File: config.mk
export PLATFORM = sky130hd
export DESIGN_NAME = plb_lookup_stage_flat
export DESIGN_NICKNAME = d
export VERILOG_FILES = /design/src/rtl/plb_lookup_if.sv /design/src/rtl/plb_lookup_stage.sv /design/src/flat_wrapper.sv
export SDC_FILE = /design/constraint.sdc
export NUM_CORES = 1
export LEC_CHECK = 0
export ABC_AREA = 1
export ABC_CLOCK_PERIOD_IN_PS = 2400
export BUFFER_PORTS_ARGS = -buffer_cell sky130_fd_sc_hd__buf_2
export CAP_MARGIN = 10
export CORE_MARGIN = 3
export CORE_UTILIZATION = 25
export CTS_CLUSTER_SIZE = 25
export DETAILED_ROUTE_END_ITERATION = 16
export MAX_ROUTING_LAYER = met4
export PLACE_DENSITY = 0.47
export SLEW_MARGIN = 30
export SYNTH_ARGS = -nofsm -noshare
export SYNTH_HDL_FRONTEND = slang
export SYNTH_SLANG_ARGS = --single-unit
File: constraint.sdc
create_clock -name clk_i -period 2.4 [get_ports clk_i]
set_input_delay 0.24 -clock clk_i [delete_from_list [all_inputs] [get_ports clk_i]]
set_output_delay 0.24 -clock clk_i [all_outputs]
set_load 0.01 [all_outputs]
File: src/rtl/plb_lookup_if.sv
// Handshake bundle for the PLB lookup stage: one request channel from the
// issue stage, a hit response channel and a miss channel to the table walker.
interface plb_lookup_if #(
    parameter int ID_WIDTH  = 4,
    parameter int REQ_WIDTH = ID_WIDTH + 34
);
    logic                 s_valid_i;
    logic                 s_ready_o;
    logic [REQ_WIDTH-1:0] s_data_i;
    logic                 hit_valid_o;
    logic                 hit_ready_i;
    logic [ID_WIDTH:0]    hit_data_o;
    logic                 miss_valid_o;
    logic                 miss_ready_i;
    logic [REQ_WIDTH-1:0] miss_data_o;

    // Lookup stage side
    modport slave (
        input  s_valid_i, s_data_i, hit_ready_i, miss_ready_i,
        output s_ready_o, hit_valid_o, hit_data_o, miss_valid_o, miss_data_o
    );

    // Environment side (issue stage + response consumers)
    modport master (
        output s_valid_i, s_data_i, hit_ready_i, miss_ready_i,
        input  s_ready_o, hit_valid_o, hit_data_o, miss_valid_o, miss_data_o
    );
endinterface

File: src/rtl/plb_lookup_stage.sv
// Fully-associative permission lookaside buffer lookup stage.
// Request {id, addr[31:0], acc[1:0]} is matched on addr[31:12]; a hit returns
// {id, allow}, a miss forwards the request unchanged to the table walker.
// One output register serves both response channels, so only one of them is
// ever valid. Optional statistics counters are enabled by MPT_PLB_STATS_EN.
module plb_lookup_stage #(
    parameter int ID_WIDTH    = 4,
    parameter int PLB_ENTRIES = 8,
    parameter int REQ_WIDTH   = ID_WIDTH + 34
) (
    input  logic        clk_i,
    input  logic        rst_ni,
    plb_lookup_if.slave bus,
    input  logic        refill_valid_i,
    input  logic [19:0] refill_ppn_i,
    input  logic [2:0]  refill_perm_i,
    input  logic        flush_i,
    output logic [31:0] hit_count_o,
    output logic [31:0] miss_count_o
);
    localparam int IDX_W = (PLB_ENTRIES > 1) ? $clog2(PLB_ENTRIES) : 1;

    localparam logic [1:0] IDLE      = 2'b00;
    localparam logic [1:0] HIT_HOLD  = 2'b01;
    localparam logic [1:0] MISS_HOLD = 2'b10;

    logic [1:0]                   state_q, state_d;
    logic [REQ_WIDTH-1:0]         out_q, out_d;
    logic [PLB_ENTRIES-1:0]       valid_q, valid_d;
    logic [PLB_ENTRIES-1:0][19:0] ppn_q, ppn_d;
    logic [PLB_ENTRIES-1:0][2:0]  perm_q, perm_d;
    logic [IDX_W-1:0]             victim_q, victim_d;

    logic [1:0]          req_acc;
    logic [19:0]         req_vpn;
    logic [ID_WIDTH-1:0] req_id;
    logic                accept;
    logic                lk_hit;
    logic [2:0]          lk_perm;
    logic                allow;

    logic                rf_match, rf_free;
    logic [IDX_W-1:0]    rf_match_idx, rf_free_idx;

    assign req_acc = bus.s_data_i[1:0];
    assign req_vpn = bus.s_data_i[33:14];
    assign req_id  = bus.s_data_i[REQ_WIDTH-1:34];

    assign bus.s_ready_o = (state_q == IDLE)
                         || ((state_q == HIT_HOLD)  && bus.hit_ready_i)
                         || ((state_q == MISS_HOLD) && bus.miss_ready_i);
    assign accept = bus.s_valid_i && bus.s_ready_o;

    assign bus.hit_valid_o  = (state_q == HIT_HOLD);
    assign bus.miss_valid_o = (state_q == MISS_HOLD);
    assign bus.hit_data_o   = bus.hit_valid_o  ? out_q[ID_WIDTH:0] : '0;
    assign bus.miss_data_o  = bus.miss_valid_o ? out_q : '0;

    // Associative compare of the incoming page against all valid entries;
    // refills keep tags unique, so OR-ing the matching perms is a clean select.
    always_comb begin
        lk_hit  = 1'b0;
        lk_perm = 3'b000;
        for (int i = 0; i < PLB_ENTRIES; i++) begin
            if (valid_q[i] && (ppn_q[i] == req_vpn)) begin
                lk_hit  = 1'b1;
                lk_perm = lk_perm | perm_q[i];
            end
        end
    end

    // Permission bit select by access type: r, w, x; acc=11 is always denied
    always_comb begin
        case (req_acc)
            2'b00:   allow = lk_perm[0];
            2'b01:   allow = lk_perm[1];
            2'b10:   allow = lk_perm[2];
            default: allow = 1'b0;
        endcase
    end

    // Response FSM; an accepted request always overwrites the held result,
    // which gives back-to-back throughput when the consumer is ready.
    always_comb begin
        state_d = state_q;
        out_d   = out_q;
        if (accept) begin
            if ((req_acc == 2'b11) || lk_hit) begin
                state_d           = HIT_HOLD;
                out_d             = '0;
                out_d[ID_WIDTH:0] = {req_id, (req_acc != 2'b11) && allow};
            end else begin
                state_d = MISS_HOLD;
                out_d   = bus.s_data_i;
            end
        end else if (((state_q == HIT_HOLD) && bus.hit_ready_i)
                  || ((state_q == MISS_HOLD) && bus.miss_ready_i)) begin
            state_d = IDLE;
        end
    end

    // Refill slot search: existing tag first, then lowest free slot
    always_comb begin
        rf_match     = 1'b0;
        rf_match_idx = '0;
        rf_free      = 1'b0;
        rf_free_idx  = '0;
        for (int i = PLB_ENTRIES - 1; i >= 0; i--) begin
            if (valid_q[i] && (ppn_q[i] == refill_ppn_i)) begin
                rf_match     = 1'b1;
                rf_match_idx = IDX_W'(i);
            end
            if (!valid_q[i]) begin
                rf_free     = 1'b1;
                rf_free_idx = IDX_W'(i);
            end
        end
    end

    // Entry array update; flush takes precedence and drops a same-cycle refill
    always_comb begin
        valid_d  = valid_q;
        ppn_d    = ppn_q;
        perm_d   = perm_q;
        victim_d = victim_q;
        if (flush_i) begin
            valid_d  = '0;
            victim_d = '0;
        end else if (refill_valid_i) begin
            if (rf_match) begin
                perm_d[rf_match_idx] = refill_perm_i;
            end else if (rf_free) begin
                valid_d[rf_free_idx] = 1'b1;
                ppn_d[rf_free_idx]   = refill_ppn_i;
                perm_d[rf_free_idx]  = refill_perm_i;
            end else begin
                ppn_d[victim_q]  = refill_ppn_i;
                perm_d[victim_q] = refill_perm_i;
                victim_d         = victim_q + 1'b1;
            end
        end
    end

    // State, output register and entry array
    always_ff @(posedge clk_i or negedge rst_ni) begin
        if (!rst_ni) begin
            state_q  <= IDLE;
            out_q    <= '0;
            valid_q  <= '0;
            ppn_q    <= '0;
            perm_q   <= '0;
            victim_q <= '0;
        end else begin
            state_q  <= state_d;
            out_q    <= out_d;
            valid_q  <= valid_d;
            ppn_q    <= ppn_d;
            perm_q   <= perm_d;
            victim_q <= victim_d;
        end
    end

`ifdef MPT_PLB_STATS_EN
    logic [31:0] hit_cnt_q, hit_cnt_d, miss_cnt_q, miss_cnt_d;

    // Saturating hit/miss counters; denied (acc=11) requests count as neither
    always_comb begin
        hit_cnt_d  = hit_cnt_q;
        miss_cnt_d = miss_cnt_q;
        if (accept && (req_acc != 2'b11)) begin
            if (lk_hit) begin
                if (hit_cnt_q != 32'hFFFF_FFFF) hit_cnt_d = hit_cnt_q + 32'd1;
            end else begin
                if (miss_cnt_q != 32'hFFFF_FFFF) miss_cnt_d = miss_cnt_q + 32'd1;
            end
        end
    end

    // Counter registers survive flush, cleared only by reset
    always_ff @(posedge clk_i or negedge rst_ni) begin
        if (!rst_ni) begin
            hit_cnt_q  <= '0;
            miss_cnt_q <= '0;
        end else begin
            hit_cnt_q  <= hit_cnt_d;
            miss_cnt_q <= miss_cnt_d;
        end
    end

    assign hit_count_o  = hit_cnt_q;
    assign miss_count_o = miss_cnt_q;
`else
    assign hit_count_o  = '0;
    assign miss_count_o = '0;
`endif
endmodule

File: src/flat_wrapper.sv
// flat-port wrapper written by rule: the top's interface ports become plain ports
module plb_lookup_stage_flat 
#(
    parameter int ID_WIDTH    = 4,
    parameter int PLB_ENTRIES = 8,
    parameter int REQ_WIDTH   = ID_WIDTH + 34
)
  (clk_i, rst_ni, refill_valid_i, refill_ppn_i, refill_perm_i, flush_i, hit_count_o, miss_count_o, bus_s_valid_i, bus_s_data_i, bus_hit_ready_i, bus_miss_ready_i, bus_s_ready_o, bus_hit_valid_o, bus_hit_data_o, bus_miss_valid_o, bus_miss_data_o);
  plb_lookup_if #(.ID_WIDTH(ID_WIDTH), .REQ_WIDTH(REQ_WIDTH)) bus_i ();
  input  logic clk_i;
  input  logic rst_ni;
  input  logic refill_valid_i;
  input  logic [19:0] refill_ppn_i;
  input  logic [2:0] refill_perm_i;
  input  logic flush_i;
  output logic [31:0] hit_count_o;
  output logic [31:0] miss_count_o;
  input wire logic [$bits(bus_i.s_valid_i)-1:0] bus_s_valid_i;
  input wire logic [$bits(bus_i.s_data_i)-1:0] bus_s_data_i;
  input wire logic [$bits(bus_i.hit_ready_i)-1:0] bus_hit_ready_i;
  input wire logic [$bits(bus_i.miss_ready_i)-1:0] bus_miss_ready_i;
  output wire logic [$bits(bus_i.s_ready_o)-1:0] bus_s_ready_o;
  output wire logic [$bits(bus_i.hit_valid_o)-1:0] bus_hit_valid_o;
  output wire logic [$bits(bus_i.hit_data_o)-1:0] bus_hit_data_o;
  output wire logic [$bits(bus_i.miss_valid_o)-1:0] bus_miss_valid_o;
  output wire logic [$bits(bus_i.miss_data_o)-1:0] bus_miss_data_o;
  assign bus_i.s_valid_i = bus_s_valid_i;
  assign bus_i.s_data_i = bus_s_data_i;
  assign bus_i.hit_ready_i = bus_hit_ready_i;
  assign bus_i.miss_ready_i = bus_miss_ready_i;
  assign bus_s_ready_o = bus_i.s_ready_o;
  assign bus_hit_valid_o = bus_i.hit_valid_o;
  assign bus_hit_data_o = bus_i.hit_data_o;
  assign bus_miss_valid_o = bus_i.miss_valid_o;
  assign bus_miss_data_o = bus_i.miss_data_o;
  plb_lookup_stage #(.ID_WIDTH(ID_WIDTH), .PLB_ENTRIES(PLB_ENTRIES), .REQ_WIDTH(REQ_WIDTH)) u_core (.clk_i(clk_i), .rst_ni(rst_ni), .bus(bus_i), .refill_valid_i(refill_valid_i), .refill_ppn_i(refill_ppn_i), .refill_perm_i(refill_perm_i), .flush_i(flush_i), .hit_count_o(hit_count_o), .miss_count_o(miss_count_o));
endmodule
=== After elaboration in Yosys (flattened, before gate mapping) ===
Index checks and enable logic that the tools add are counted.

* Register bits: 235
* Word-level logic and storage cells: 180
* Output and inout bits: 110

* Bitwise gates (word level): 10
* Muxes and demuxes: 83
* Reduce and logical (&&, ||, !) cells: 36
* Add/sub/neg operators: 1
* Eq/ne operators: 24
* Magnitude comparators: 6

{| class="wikitable"
|+ Operators by type and width
! cell !! count
|-
| 160-bit bitwise mux || 2
|-
| 20-bit equality test || 16
|-
| 160-bit two-way mux || 1
|-
| 20-bit demux with 3-bit select || 2
|-
| 3-bit two-way mux || 31
|-
| 38-bit two-way mux || 2
|-
| 24-bit bitwise mux || 3
|-
| 24-bit two-way mux || 2
|-
| 20-bit two-way mux || 2
|-
| 8-bit two-way mux || 4
|-
| 3-bit demux with 3-bit select || 3
|-
| 1-bit two-way mux || 25
|-
| 1-bit logical AND || 23
|-
| 3-bit OR || 7
|-
| 3-bit by 4-bit < comparator with 1-bit output, second input constant || 3
|-
| 3-bit by 1-bit greater-or-equal comparator with 1-bit output, second input constant || 3
|-
| 3-bit AND reduction || 3
|-
| 8-bit OR || 1
|-
| 2-bit equality test, second input constant || 3
|-
| 2-bit two-way mux || 3
|-
| 2-bit != test, second input constant || 3
|-
| 2-bit nonzero test || 3
|-
| 5-bit two-way mux || 1
|-
| 2-bit by 1-bit equality test with 1-bit output, second input constant || 2
|-
| 7 further kinds || 12
|}

=== Depth between registers and ports, before layout ===
Gate-level depths: netlist of run 1.

* Depth after elaboration: 20
* Mapped depth: 21
* Gate-level depth less buffers: 19

=== Worst setup path after synthesis of run 1 ===
Ideal clock, no wire load.

* Path type: input -> register
* Start point: input refill_ppn_i[6]
* End point: register u_core.ppn_q[8] (netlist name)
* Data arrival time: 1.815 ns
* Cell stages on the path: 17
* Path buffers: 4
* Slack: 0.465 ns
* Path through: buf_4 > inv_2 > buf_6 > nand2_1 > nand4_1 > nor3b_1 > nand3_2 > nand2_1 > nor2_2 > nand2_2 > nor2_4 > buf_12 > nand2_4 > nor2_8 > buf_6 > nor2_2 > a21oi_2

* Longest elaborated chain between the ends: 12
* Elaborated cells between the ends (all ways): 26
* Those cells by class: eq/ne: 8; mux: 8; bitwise: 1; reduce/logical: 9

{| class="wikitable"
|+ RTL lines
! item !! line !! text
|-
| start, declared || flat_wrapper.sv:13 || <nowiki>input logic [19:0] refill_ppn_i;</nowiki>
|-
| 20-bit equality test || plb_lookup_stage.sv:109 || <nowiki>if (valid_q[i] && (ppn_q[i] == refill_ppn_i)) begin</nowiki>
|-
| 1-bit logical AND || plb_lookup_stage.sv:109 ||
|-
| 1-bit two-way mux (7 in series) || plb_lookup_stage.sv:109 ||
|-
| 1-bit two-way mux (*) || plb_lookup_stage.sv:109 ||
|-
| 1-bit NOT (no source line) (*) || -- ||
|-
| 3-bit AND reduction (no source line) (*) || -- ||
|-
| end signal, assigned || plb_lookup_stage.sv:157 || <nowiki>ppn_q <= ppn_d;</nowiki>
|-
| end, declared || plb_lookup_stage.sv:30 || <nowiki>logic [PLB_ENTRIES-1:0][19:0] ppn_q, ppn_d;</nowiki>
|}

Mark *: on every way between the ends. The rest lies on a longest branch, timed or not.
A chain may end at the register's enable or synchronous reset.

=== Worst setup path after layout of run 1 ===
* Start point: register u_core.ppn_q[25] (netlist name)
* End point: register u_core.ppn_q[107] (netlist name)

* Longest elaborated chain between the ends: 6

{| class="wikitable"
|+ RTL lines
! item !! line
|-
| 20-bit equality test || plb_lookup_stage.sv:109
|-
| 1-bit logical AND || plb_lookup_stage.sv:109
|-
| 1-bit two-way mux (2 in series) || plb_lookup_stage.sv:109
|-
| 1-bit NOT (no source line) || --
|-
| 3-bit AND reduction (no source line) || --
|}

No other way between the ends.

==> reports/results.txt, run 1 <==
CP Buf/Inv Count: 5
crit path cell chain: inv_2 -> nand2_2 -> nand2_1 -> nor2_1 -> nand2_1 -> nor3_2 -> nand3_2 -> nand2_2 -> nor2_4 -> nand2_2 -> nor2_4 -> buf_8 -> buf_6 -> nand3_4 -> buf_12 -> buf_6 -> o21ai_0
min-delay worst type: primary input to flop
Post-Syn Area: 0.0175 mm^2
crit path max fanout: 7
Yosys reg bits: 235
Worst Path Required: 2.82 ns
post-route cell area: 0.0254 mm^2
status: finished clean
fmax: 422 MHz
Remaining Overflow, GRT: 0
Core Rows: 96
antenna-violating nets left: 0
Final Hold Vio Count: 0
GRT Total Usage: 0.261
initial antenna violation count: 0
RSZ-0062 raised after global routing: yes
Netlist cell types: 51
clock tree sinks: 235
crit-path leading delay family: simple AND/OR/NAND/NOR gates
Worst-Margin Slew: 0.577 ns
die height: 271 um
CTS max path bufs: 3
Clk Latency, worst-skew pair: 0.58 ns
# DRC: 0
Mapped Avg Cell Area: 6.42 um^2
cells on worst reg2reg path: 17
reg-to-reg slack, setup: 0.03 ns
total wire length: 100 mm
CP most frequent cell: nand2_2
# port buffers: 113
WHS Endpoint: u_core.valid_q[4]
pwr/cell area: 659 mW/mm^2
# nets final: 3384
largest net degree at the start of global routing: 55
placed cell count: 4126
first-pass GRT wire length: 135 mm
Max VDD drop: 0.421 mV
fill cell count: 7464
Lkg Pwr: 12.4 nW
hold path depth: 2
CTS tree: yes
hold_sp: flush_i
Tmin final: 2.37 ns
Hold Slack: 0.00673 ns
Worst path slowest cell: dfrtp_1
Num CTS Buffers: 34
placed cell areas: 0.0226 mm^2
Core Region: 0.0691 mm^2
CP Capture Type: flop
most common cell after layout, fill and taps aside: nand2_1
sequential share of the synthesized area: 0.336
clock-pin slew on the worst setup and hold paths: 0.06 ns
Die X: 271 um
CP startpoint kind: flop
TritonRoute pass-1 iters: 8
routed length per instance: 23.4 um
commonest non-fill, non-tap cells in the layout: 764 x nand2_1, 442 x buf_4, 378 x nor2_1, 249 x inv_1, 220 x dfrtp_1
GP Congestion: 1.02
Most used DFF post-synth: dfrtp_1
Post-synth EDFFs: 0
YS warnings: 0
htree depth: 2
reg-to-reg endpoint: u_core.ppn_q[107]
Ports: 178
clock root buffer: clkbuf_16
critical path class: flop to flop
Max Slew Vio Count: 0
number of global-route vias before repair: 19400
full die area: 0.0733 mm^2
share of cells above drive strength 1: 0.271
crit-path max cell delay: 0.43 ns
Vias/cell: 4.96
Post-synth ARST share: 1.00
post-route setup slack: 0.0276 ns
Cells after Synth: 2731
Worst Clk Skew: 0.0423 ns
Rel. slew slack: 0.615
reg-to-reg startpoint: u_core.ppn_q[25]
Final Cycle Share: 0.988
Placement Setup Slack: -0.340 ns
WP data arrival: 2.80 ns
via count: 21200
Max Cap Violations: 0
area delta synth->final: 45.0%
Finished Layout Cells: 4271
detailed-placement wirelength estimate: 75.5 mm
Initial Util: 0.254
final setup vio count: 0
1st-iter DRT viols: 2364
## Yosys cell counts, types with 2 or more instances
| cell type | n | share of area |
|---|---|---|
| a21oi_1 | 28 | 0.0080 |
| o21a_1 | 2 | 0.00086 |
| o2111ai_1 | 2 | 0.0010 |
| nand3_2 | 4 | 0.0023 |
| xor2_1 | 49 | 0.024 |
| nor2_4 | 2 | 0.0013 |
| clkbuf_1 | 28 | 0.0060 |
| inv_4 | 2 | 0.00071 |
| o211ai_1 | 9 | 0.0039 |
| o21ai_0 | 246 | 0.070 |
| nand3_4 | 4 | 0.0040 |
| buf_1 | 6 | 0.0013 |
| nor3b_1 | 4 | 0.0017 |
| nor2_1 | 404 | 0.087 |
| and3_1 | 2 | 0.00071 |
| xnor2_1 | 33 | 0.016 |
| nor3_1 | 40 | 0.011 |
| nand3b_1 | 9 | 0.0039 |
| o221ai_1 | 6 | 0.0030 |
| buf_4 | 81 | 0.035 |
| o22ai_1 | 100 | 0.036 |
| buf_2 | 61 | 0.017 |
| dfrtp_1 | 235 | 0.34 |
| inv_2 | 11 | 0.0024 |
| nand3_1 | 108 | 0.031 |
| clkinv_1 | 5 | 0.0011 |
| o21ai_1 | 40 | 0.011 |
| nor2_2 | 4 | 0.0014 |
| inv_1 | 278 | 0.060 |
| nand4_1 | 77 | 0.027 |
| or2_1 | 2 | 0.00071 |
| nand2_1 | 813 | 0.17 |
| nor4_1 | 3 | 0.0011 |
| buf_6 | 12 | 0.0077 |
| or2_2 | 4 | 0.0014 |
| a21oi_2 | 2 | 0.0010 |
## cell type report
type                    instances  area, um^2  share of cell area
clock buffers                  41         938              0.0369
well taps                     931        1160              0.0458
flip-flops and latches        235        5900               0.232
inverters                     296        1130              0.0444
repair inverters                1        5.00            0.000197
diodes                          1        2.50           0.0000985
repair buffers                673        5950               0.234
multi-input cells            2074       10100               0.396
clock inverters                19         263              0.0103
## stage by stage
stage	TNS (ns)	total power, mW	util
after floorplan	0	8.17	-
after global placement	-42.66	10.8	0.328
after detailed placement	-44.70	10.8	0.328
after CTS	0	16.5	0.349
after global routing	-3.82	17.6	0.368
final	0	16.7	0.368
## flip-flops by register name, summed over array words and instances, names as in the netlist
name             count
u_core.out_q        38
u_core.perm_q       24
u_core.ppn_q       160
u_core.state_q       2
u_core.valid_q       8
u_core.victim_q      3
## cells by family after synthesis
logic type / Yosys count / synth area share
AO/OA/AOI/OAI: 441 / 0.138
XOR/XNOR: 82 / 0.0410
adder cells (fa/ha/maj): 1 / 0.000714
buffers and inverters: 485 / 0.132
flip-flops: 235 / 0.336
other: 1 / 0.000214
AND/OR/NAND/NOR: 1486 / 0.352
## timing repair
action                     4_1_cts  5_1_grt
hold buffers                    23        0
pin swaps                        1       36
setup buffers                    2       36
resized for setup                8      245
gates cloned                     0       27
setup endpoints to repair      187      249
hold endpoints to repair        75        0
## per-layer routing
| layer | vias up | global-route usage | share of wire |
|---|---|---|---|
| met3 | 228 | 0.0384 | 0.089 |
| met5 | - | - | 0 |
| met1 | 9994 | 0.345 | 0.42 |
| met4 | 0 | 0.108 | 0.053 |
| met2 | 1112 | 0.397 | 0.44 |
| li1 | 9830 | - | - |
## worst max path at each step
stage                      start           endpoint  slack (ns)  depth (start not counted)
6_report        u_core.ppn_q[25]  u_core.ppn_q[107]        0.03                         17
5_1_grt        u_core.valid_q[4]   u_core.ppn_q[66]       -0.07                         15
4_1_cts        u_core.ppn_q[155]   u_core.ppn_q[62]        0.01                         19
3_5_place_dp    refill_ppn_i[16]   u_core.perm_q[6]       -0.34                         18
3_3_place_gp    refill_ppn_i[10]   u_core.ppn_q[37]       -0.29                         15
2_1_floorplan    refill_ppn_i[6]    u_core.ppn_q[8]        0.47                         17
## where the power goes
part / leakage (nW) / internal (mW) / switching (mW)
clock network: 0.576 / 3.35 / 2.15
registers: 3.08 / 4.69 / 0.501
logic: 8.75 / 2.43 / 3.63
total: 12.4 / 10.5 / 6.27
Power figures use the tool's default switching activity.
==> run 2, diff against run 1 <==
--- a/config.mk
+++ b/config.mk
@@ -6,7 +6,7 @@
 export NUM_CORES = 1
 export LEC_CHECK = 0
 export ABC_AREA = 1
-export ABC_CLOCK_PERIOD_IN_PS = 2400
+export ABC_CLOCK_PERIOD_IN_PS = 2850
 export BUFFER_PORTS_ARGS = -buffer_cell sky130_fd_sc_hd__buf_2
 export CAP_MARGIN = 10
 export CORE_MARGIN = 3
@@ -15,6 +15,8 @@
 export DETAILED_ROUTE_END_ITERATION = 16
 export MAX_ROUTING_LAYER = met4
 export PLACE_DENSITY = 0.47
+export RECOVER_POWER = 100
+export REMOVE_ABC_BUFFERS = 1
 export SLEW_MARGIN = 30
 export SYNTH_ARGS = -nofsm -noshare
 export SYNTH_HDL_FRONTEND = slang
==> constraint.sdc (replaced) <==
create_clock -name clk_i -period 2.85 [get_ports clk_i]
set_input_delay 0.285 -clock clk_i [delete_from_list [all_inputs] [get_ports clk_i]]
set_output_delay 0.285 -clock clk_i [all_outputs]
set_load 0.01 [all_outputs]
==> reports/results.txt, run 2 (synthesis results as in run 1) <==
TritonRoute pass-1 iters: 6
# nets final: 3023
Max Cap Violations: 1
CP Capture Type: flop
Max VDD drop: 0.483 mV
clock tree sinks: 235
source of the critical timing path: u_core.ppn_q[96]
min-delay worst type: primary input to flop
Rel. slew slack: -0.580
placed cell count: 3834
Lkg Pwr: 10.0 nW
routed length per instance: 23.5 um
Top Registers: u_core.ppn_q x160, u_core.out_q x38, u_core.perm_q x24
Tmin final: 2.68 ns
Remaining Overflow, GRT: 0
Initial Util: 0.254
Final Power: 12.4 mW
total wire length: 92.1 mm
WP data arrival: 3.13 ns
Clk Latency, worst-skew pair: 0.60 ns
reg-to-reg startpoint: u_core.ppn_q[96]
most common cell after layout, fill and taps aside: nand2_1
largest net degree at the start of global routing: 81
Worst-Margin Slew: 2.37 ns
# port buffers: 113
commonest non-fill, non-tap cells in the layout: 813 x nand2_1, 406 x nor2_1, 278 x inv_1, 270 x o21ai_0, 235 x dfrtp_1
first-pass GRT wire length: 132 mm
GP Congestion: 1.00
pwr/cell area: 589 mW/mm^2
crit-path leading delay family: simple AND/OR/NAND/NOR gates
cells on worst reg2reg path: 12
Vias/cell: 4.98
CTS Hold Bufs: 18
largest register by flop count: u_core.ppn_q
postcts setup bufs: 0
Core Rows: 96
Worst Clk Skew: 0.0137 ns
reg-to-reg slack, setup: 0.17 ns
critical path class: flop to flop
CTS max path bufs: 3
Final Cycle Share: 0.942
CTS-repair resized insts: 0
detailed-placement wirelength estimate: 70.3 mm
crit path max fanout: 22
fmax: 373 MHz
Worst Path Required: 3.30 ns
RSZ-0062 raised after global routing: no
number of global-route vias before repair: 18900
1st-iter DRT viols: 2225
final setup vio count: 0
Final Hold Vio Count: 0
reg-to-reg endpoint: u_core.ppn_q[97]
Finished Layout Cells: 3913
antenna-violating nets left: 0
Max Slew Vio Count: 78
clock-pin slew on the worst setup and hold paths: 0.06 ns
worst setup path endpoint: u_core.ppn_q[97]
CP Buf/Inv Count: 2
Worst path slowest cell: dfrtp_1
initial antenna violation count: 1
clock root buffer: clkbuf_16
crit-path max cell delay: 0.43 ns
share of cells above drive strength 1: 0.112
CTS tree: yes
crit path cell chain: xor2_1 -> nand3b_1 -> nor2_1 -> nand3_1 -> nand2_1 -> inv_1 -> nand2_2 -> nor2_4 -> nand3_1 -> buf_12 -> nand2_1 -> o21ai_0
CP startpoint kind: flop
Core Region: 0.0691 mm^2
Worst path depth: 12
failing checks: max-capacitance violations, max-slew violations
GRT Total Usage: 0.252
area delta synth->final: 20.5%
Ports: 178
Num CTS Buffers: 31
max FFs per register: 160
status: finished with violations
full die area: 0.0733 mm^2
htree depth: 1
# DRC: 0
Die X: 271 um
via count: 19500
die height: 271 um
run 2: changes by cell type in the layout (fill, tap and decap cells not counted), sizes merged:
cell | before | now
clkinv | 15 | 14
inv | 289 | 291
diode | 1 | 3
clkbuf | 55 | 109
clkinvlp | 7 | 1
buf | 636 | 236
bufinv | 5 | 1
dlygate4sd3 | 23 | 18
run 2: power breakdown:
group	switching, mW	internal [mW]	leakage, nW
Combinational	2.68	1.31	6.40
Sequential	0.503	3.94	3.10
Clock	1.63	2.36	0.517
run 2: worst min-delay path, stage by stage:
cell	delay (ns)
buf_2	0.07
nand2_1	0.07
nand2_1	0.06
o211ai_1	0.08
run 2: layout make-up:
| cell class | instances | area (um^2) |
|---|---|---|
| timing repair buffer | 316 | 2390 |
| multi-input combinational | 2074 | 9520 |
| fill | 7806 | 48000 |
| inverter | 296 | 1120 |
| clock buffer | 47 | 946 |
| tap | 931 | 1160 |
| antenna | 3 | 7.51 |
| clock inverter | 11 | 86.3 |
| sequential | 235 | 5880 |
run 2: stage by stage:
| step | hold WS, ns | TNS (ns) | area, um^2 | utilization | setup slack [ns] |
|---|---|---|---|---|---|
| finish | 0.0311 | 0 | 21100 | 0.306 | 0.166 |
| global route | 0.0496 | 0 | 21100 | 0.306 | 0.0321 |
| CTS | 0.00264 | 0 | 21300 | 0.309 | 0.247 |
| detailed placement | 0.348 | 0 | 20100 | 0.291 | 0.00100 |
| global placement | 0.350 | -0.307 | 20100 | 0.291 | -0.0369 |
| floorplan | -0.0106 | -0.00143 | 16600 | - | -0.00143 |
run 2: routing by layer:
metal,vias up,track usage,wire length (um)
met4,0,0.119,5200
met1,9205,0.326,39000
met3,237,0.0339,7040
met2,935,0.390,40900
met5,-,-,0
li1,9113,-,-
run 2: worst min path at each step:
stage	end	cells past startpoint	slack, ns	from
floorplan	u_core.out_q[0]	0	-0.01	rst_ni
global placement	u_core.out_q[5]	1	0.35	rst_ni
detailed placement	u_core.out_q[5]	1	0.35	rst_ni
CTS	u_core.out_q[1]	3	0.003	bus_s_data_i[1]
global route	u_core.perm_q[16]	3	0.05	refill_perm_i[1]
finish	u_core.out_q[1]	4	0.03	bus_s_valid_i
